$ cat src/rtl/alu_exec_stage.sv
// Registered ALU execute stage: one operation per cycle through a valid/ready
// handshake, result, zero, overflow and illegal flags registered for writeback.
// Optional build macro ALU_SHIFT_OPS_EN adds SLL/SRL/SRA on opcodes 9-11;
// without it those opcodes are reported as illegal.
module alu_exec_stage #(
  parameter int unsigned WIDTH = 32,
  parameter int unsigned TAGW  = 5
) (
  input  logic             clk,
  input  logic             rst_n,
  input  logic             flush,
  input  logic             in_valid,
  output logic             in_ready,
  input  logic [3:0]       in_op,
  input  logic [WIDTH-1:0] in_a,
  input  logic [WIDTH-1:0] in_b,
  input  logic [TAGW-1:0]  in_tag,
  output logic             out_valid,
  input  logic             out_ready,
  output logic [WIDTH-1:0] out_result,
  output logic [TAGW-1:0]  out_tag,
  output logic             out_zero,
  output logic             out_ovf,
  output logic             out_illegal
);

  localparam int unsigned Msb = WIDTH - 1;

  logic [WIDTH-1:0] sum;
  logic [WIDTH-1:0] diff;
  logic [WIDTH-1:0] res;
  logic             ovf;
  logic             illegal;
  logic             accept;
  logic             lt_s;
  logic             lt_u;
`ifdef ALU_SHIFT_OPS_EN
  logic [4:0]       shamt;
  logic [WIDTH-1:0] sra_res;
`endif

  // Accept does not look at flush; flush only suppresses the register load.
  assign in_ready = !out_valid | out_ready;
  assign accept   = in_valid & in_ready;

  assign sum  = in_a + in_b;
  assign diff = in_a - in_b;
  assign lt_s = $signed(in_a) < $signed(in_b);
  assign lt_u = in_a < in_b;

`ifdef ALU_SHIFT_OPS_EN
  assign shamt   = in_b[4:0];
  assign sra_res = $unsigned($signed(in_a) >>> shamt);
`endif

  // Result, overflow and legality decode for the presented opcode.
  always_comb begin
    res     = '0;
    ovf     = 1'b0;
    illegal = 1'b0;
    case (in_op)
      4'd0: res = in_a & in_b;
      4'd1: res = in_a | in_b;
      4'd2: res = in_a ^ in_b;
      4'd3: res = ~(in_a | in_b);
      4'd4: begin
        res = sum;
        ovf = (in_a[Msb] == in_b[Msb]) && (sum[Msb] != in_a[Msb]);
      end
      4'd5: begin
        res = diff;
        ovf = (in_a[Msb] != in_b[Msb]) && (diff[Msb] != in_a[Msb]);
      end
      4'd6: res = {{(WIDTH-1){1'b0}}, lt_s};
      4'd7: res = {{(WIDTH-1){1'b0}}, lt_u};
      4'd8: res = in_b << 16;
`ifdef ALU_SHIFT_OPS_EN
      4'd9:  res = in_a << shamt;
      4'd10: res = in_a >> shamt;
      4'd11: res = sra_res;
`endif
      default: illegal = 1'b1;
    endcase
  end

  // Output register: flush beats accept, accept loads, drain clears valid only.
  always_ff @(posedge clk or negedge rst_n) begin
    if (!rst_n) begin
      out_valid   <= 1'b0;
      out_result  <= '0;
      out_tag     <= '0;
      out_zero    <= 1'b0;
      out_ovf     <= 1'b0;
      out_illegal <= 1'b0;
    end else if (flush) begin
      out_valid <= 1'b0;
    end else if (accept) begin
      out_valid   <= 1'b1;
      out_result  <= res;
      out_tag     <= in_tag;
      out_zero    <= (res == '0);
      out_ovf     <= ovf;
      out_illegal <= illegal;
    end else if (out_ready) begin
      out_valid <= 1'b0;
    end
  end

endmodule

$ cat config.mk
export PLATFORM = sky130hd
export DESIGN_NAME = alu_exec_stage
export DESIGN_NICKNAME = d
export VERILOG_FILES = /design/src/rtl/alu_exec_stage.sv
export SDC_FILE = /design/constraint.sdc
export NUM_CORES = 1
export LEC_CHECK = 0
export ABC_AREA = 0
export BUFFER_PORTS_ARGS = -buffer_cell sky130_fd_sc_hd__buf_4
export CAP_MARGIN = 20
export CORE_MARGIN = 1
export CORE_UTILIZATION = 55
export DETAILED_ROUTE_END_ITERATION = 10
export PLACE_DENSITY = 0.79
export SYNTH_ARGS = -nofsm -noshare
export SYNTH_HDL_FRONTEND = slang
export SYNTH_SLANG_ARGS = --single-unit
$ cat constraint.sdc
create_clock -name clk -period 3.7 [get_ports clk]
set_clock_uncertainty 0.2 [all_clocks]
set_input_delay 0.185 -clock clk [delete_from_list [all_inputs] [get_ports clk]]
set_output_delay 0.185 -clock clk [all_outputs]
set_load 0.02 [all_outputs]
# Yosys cells after proc, flatten, opt, wreduce, memory -nomap -nowiden
# Index checks and enable logic that the tools add are counted.
[totals]
elab_cells = 43
regBits = 41
[classes]
bitwise_logic = 7
n_eq_ne = 12
reduce_logical = 8
order_cmp = 2
add_sub_neg = 2
mux = 6
[ops]
columns = ["operator", "count"]
rows = [
  ["one-hot mux 32 bit (9 select lines)", 1],
  ["< comparator 32 bit", 2],
  ["adder 32 bit", 1],
  ["bitwise AND 32 bit", 1],
  ["zero test 32 bit", 1],
  ["NOT 32 bit", 1],
  ["bitwise OR 32 bit", 1],
  ["subtractor 32 bit", 1],
  ["XOR 32 bit", 1],
  ["== test 4 x 3 -> 1 bit, second input constant", 4],
  ["OR reduction 9 bit", 1],
  ["== test 4 x 2 -> 1 bit, second input constant", 2],
  ["== test 4 x 1 -> 1 bit, second input constant", 1],
  ["== test 4 bit, second input constant", 1],
  ["zero test 4 bit", 1],
  ["2-to-1 mux 1 bit", 4],
  ["inequality test 1 bit", 3],
  ["nonzero test 3 bit", 1],
  ["logical AND 1 bit", 2],
  ["one-hot mux 1 bit (2 select lines)", 1],
  ["AND reduction 2 bit", 1],
  ["bitwise AND 1 bit", 1],
  ["== test 1 bit", 1],
  ["zero test 1 bit", 1],
  ["other kinds (2)", 2],
]

# Logic depth before layout (Yosys ltp)
[depth]
word_depth = 5
ltp_mapped = 15
depth_no_buf = 15

# Least setup slack after synthesis
# OpenSTA, ideal clock, no wires.
[synth_timing]
path_kind = "input port to flip-flop"
start = "input port in_a[0]"
end = "register out_zero"
required_time_ps = 3420
setup_time_ps = 80
slack_ps = 558
path_stages = 14
t_arrival_ps = 2861
path_cell_list = "ha_1 -> inv_1 -> fa_1 -> nand2b_1 -> a21oi_1 -> o211ai_1 -> a21oi_1 -> a211oi_1 -> o41ai_1 -> mux2i_1 -> nand3_1 -> a2111oi_2 -> nand4_1 -> o22ai_2"
[synth_between]
elab_chain_cells = 4
word_cells_on_any_way = 10
[synth_rtl]
columns = ["item", "line", "text"]
rows = [
  ["start: declaration", "15", "input logic [WIDTH-1:0] in_a,"],
  ["branches (longest 2 deep; another with subtractor 32 bit)", "--", ""],
  ["one-hot mux 32 bit (9 select lines) (*)", "61", "case (in_op)"],
  ["zero test 32 bit (*)", "101", "out_zero <= (res == '0);"],
  ["end signal: assignment", "101", ""],
  ["end: declaration", "22", "output logic out_zero,"],
]
# Mark *: on every way between the ends.
# A chain may end at the register's enable or synchronous reset.

# Final worst setup path
[layout_timing]
start = "input port in_b[4]"
end = "register out_zero"
[layout_between]
elab_chain_cells = 4
word_cells_on_any_way = 10
[layout_rtl]
columns = ["item", "line", "text"]
rows = [
  ["start: declaration", "16", "input logic [WIDTH-1:0] in_b,"],
  ["branches (longest 2 deep; another with subtractor 32 bit)", "--", ""],
  ["one-hot mux 32 bit (9 select lines) (*)", "61", ""],
  ["zero test 32 bit (*)", "101", ""],
]
# Marks and branches as above.

==> results.toml <==
[synth]
yosys-top-cells-area = "ha_1, dfrtp_1, a21oi_1, inv_1, nor2_1"
synth-seq-cells = 41
netlist_area_um2 = 7880
synth_top_cell_by_area = "ha_1"
synth_adder_area_share_pct = 15.7
synth_commonest_cells = "a21oi_1, inv_1, nor2_1"
synth-compound-area-share_pct = 32.3
yosysMostFrequentCell = "a21oi_1"
synth.top_cell.area_share_pct = 15.2
synth_nets = 1247
synth_cell_types = 98
netlist_instances = 1071
synth_edf_count = 0
synth_top_family_by_area = "compound AO/OA/AOI/OAI gates"
synth_mux_area_share_pct = 6.02
synth_seq_area_share_pct = 13.0
synth_xor_area_share_pct = 4.44
synth_ff_type = "dfrtp_1"
async_flop_share_pct = 100
synth-simple-area-share_pct = 19.3
avgSynthCellArea_um2 = 7.36
yosysWarnings = 0

[critical_path]
arrival_ps = 3640
critical_path_class = "input port to register"
slowest_delay_ps = 670
rr_startpoint = "out_valid"
crit_path_end_kind = "register"
reg2reg_to = "out_zero"
path_buf_inv = 3
r2r_cells = 10
crit_family = "simple AND/OR/NAND/NOR gates"
cp_max_fo = 7
crit_chain = "buf_4 > inv_1 > ha_1 > nor4_4 > a221oi_4 > nor3_2 > o31ai_4 > o21ai_2 > xnor2_1 > o221ai_1 > or4_1 > nor4_2 > buf_4 > nand4_1 > o22ai_2"
cp.required_ps = 3700
worst_path_most_repeated_cell = "buf_4"
cp_slowest_cell = "or4_1"
cp-start-kind = "input port"
r2r_slack_ps = 820

[hold_path]
hold_end = "out_ovf"
hold_start = "in_a[31]"
hold-path-cell-count = 4
hp-class = "input port to register"

[global_route]
antenna_found_initial = 0
first_global_vias = 9155
grt_max_degree = 62
grt_pass1_wl_um = 49200
grt-ovfl-total = 0
grt_use_total_pct = 43.5

[placement]
dp.cells = 1455
post_dp_cell_area_um2 = 9860
io_buffers = 119
routabilityCongestion = 1.05
dpl.hpwl_um = 25400

[die]
dieArea_um2 = 14800
die_x_um = 122
ioPinCount = 120
row_count = 43
die_h_um = 122
core-area_um2 = 13900
start_util_pct = 56.6

[finish]
area_growth_pct = 29.8
fill_cells = 1135
num_antenna_cells = 0
nets = 1467
design_area_um2 = 10200
drive_above_1_share_pct = 27.7
stdcell_count = 1471

[cts]
ctsRootBufferMaster = "clkbuf_16"
cts_max_level = 2
clockBufferDepth = 2
insertion_delay_ps = 280
numCtsBuffers = 5
clk_pin_slew_ps = 60
cts_tree = "done"
cts.sinks = 41

[timing]
slew_headroom_pct = 33.9
fin_crit_sh_pct = 98.2
hold_viol = 0
setup_violations = 0
drv_slew = 0
max_freq_ghz = 0.275
period_needed_ps = 3640
worst_slew_pin_slew_ps = 989

[drt]
wirelength_um = 32700
via_per_inst = 6.53
vias = 9601
first_iter_violations = 1251
drc = 0
drtPass1Iterations = 8
drtAntennaViolNets = 0
wl_per_cell_um = 22.3

[power_and_ir_drop]
finalPower_mw = 2.82
power.leakage_nw = 4.81
p_per_area_nw_per_um2 = 275
vdd_ir_drop_max_mv = 0.261

[run_status]
status = "completed"

[flow_run]
maxCapViolCount = 0
[power by group]
| part | total, mW | internal [mW] | switching, mW |
|---|---|---|---|
| clock | 0.490 | 0.313 | 0.177 |
| sequential | 0.585 | 0.532 | 0.0523 |
| combinational | 1.74 | 0.736 | 1.01 |
| total | 2.82 | 1.58 | 1.24 |
[cells by family after synthesis]
group	after synthesis
simple gates	311
mux	45
xor+xnor	40
flops	41
buf+inv	171
fa+ha+maj	98
compound gates	365
[how the worst max path moves through the flow]
stage / from / end / depth (start not counted)
3_5_place_dp: in_a[0] / out_zero / 17
3_3_place_gp: in_a[0] / out_zero / 17
2_1_floorplan: in_a[0] / out_zero / 14
4_1_cts: in_b[1] / out_zero / 15
5_1_grt: in_b[4] / out_zero / 16
6_report: in_b[4] / out_zero / 15
[state kept, by name, summed over array words and instances, names as in the netlist]
register / count
out_result: 32
out_zero: 1
out_valid: 1
out_illegal: 1
out_tag: 5
out_ovf: 1
[layout make-up]
cell class	instances	area [µm²]	share of cell area [%]
sequential	41	1030	10.0
inverter	104	390	3.81
clock buffer	5	125	1.22
tap	180	225	2.20
timing repair buffer	280	2150	21.0
clock inverter	2	35.0	0.342
multi-input combinational	859	6280	61.4
[per-layer routing]
metal	track usage (%)	routed length (µm)	share of wire (%)
met1	53.1	12300	38
met5	0	0	0
met4	20.1	1710	5.2
met2	72.7	15300	47
met3	9.27	3390	10
[timing repair]
item,CTS,global route
gates resized for setup,4,21
hold buffers,8,0
pin swaps,0,4
hold endpoints to repair,47,0
setup buffers,0,1
setup endpoints to repair,1,1
[cells in the final DEF, fill, tap and decap left out, types with 7 or more instances in the layout]
cell type	count
buf_4	270
a21oi_1	113
inv_1	101
nor2_1	98
ha_1	91
nand2_1	69
o21ai_0	57
dfrtp_1	41
mux2i_1	26
nor3_1	25
xnor2_1	24
nand3_1	21
a211oi_1	19
mux2_2	19
nand2b_1	16
xor2_1	16
nor4_1	12
nor2b_1	11
o211ai_1	11
nand4_1	11
a21o_1	10
a31oi_1	10
o21a_1	10
a32oi_1	9
a22oi_1	9
o31ai_1	8
a22o_1	8
o221ai_1	8
dlygate4sd3_1	8
o21bai_1	7
[worst min-delay path, stage by stage]
cell	delay (ps)
buf_4	120
xnor2_1	120
a32oi_1	60
a21oi_1	140
[through the flow]
stage	util (%)	hold slack (ps)	setup slack (ps)	setup TNS [ps]
after floorplan	-	-311	558	0
after global placement	70.8	-12.9	-306	-374
after detailed placement	70.8	-9.47	-392	-454
after CTS	72.6	188	8.80	0
after global routing	73.4	213	-2.20	-2.20
final	73.4	185	64.9	0
(Power assumes the default switching activity.)
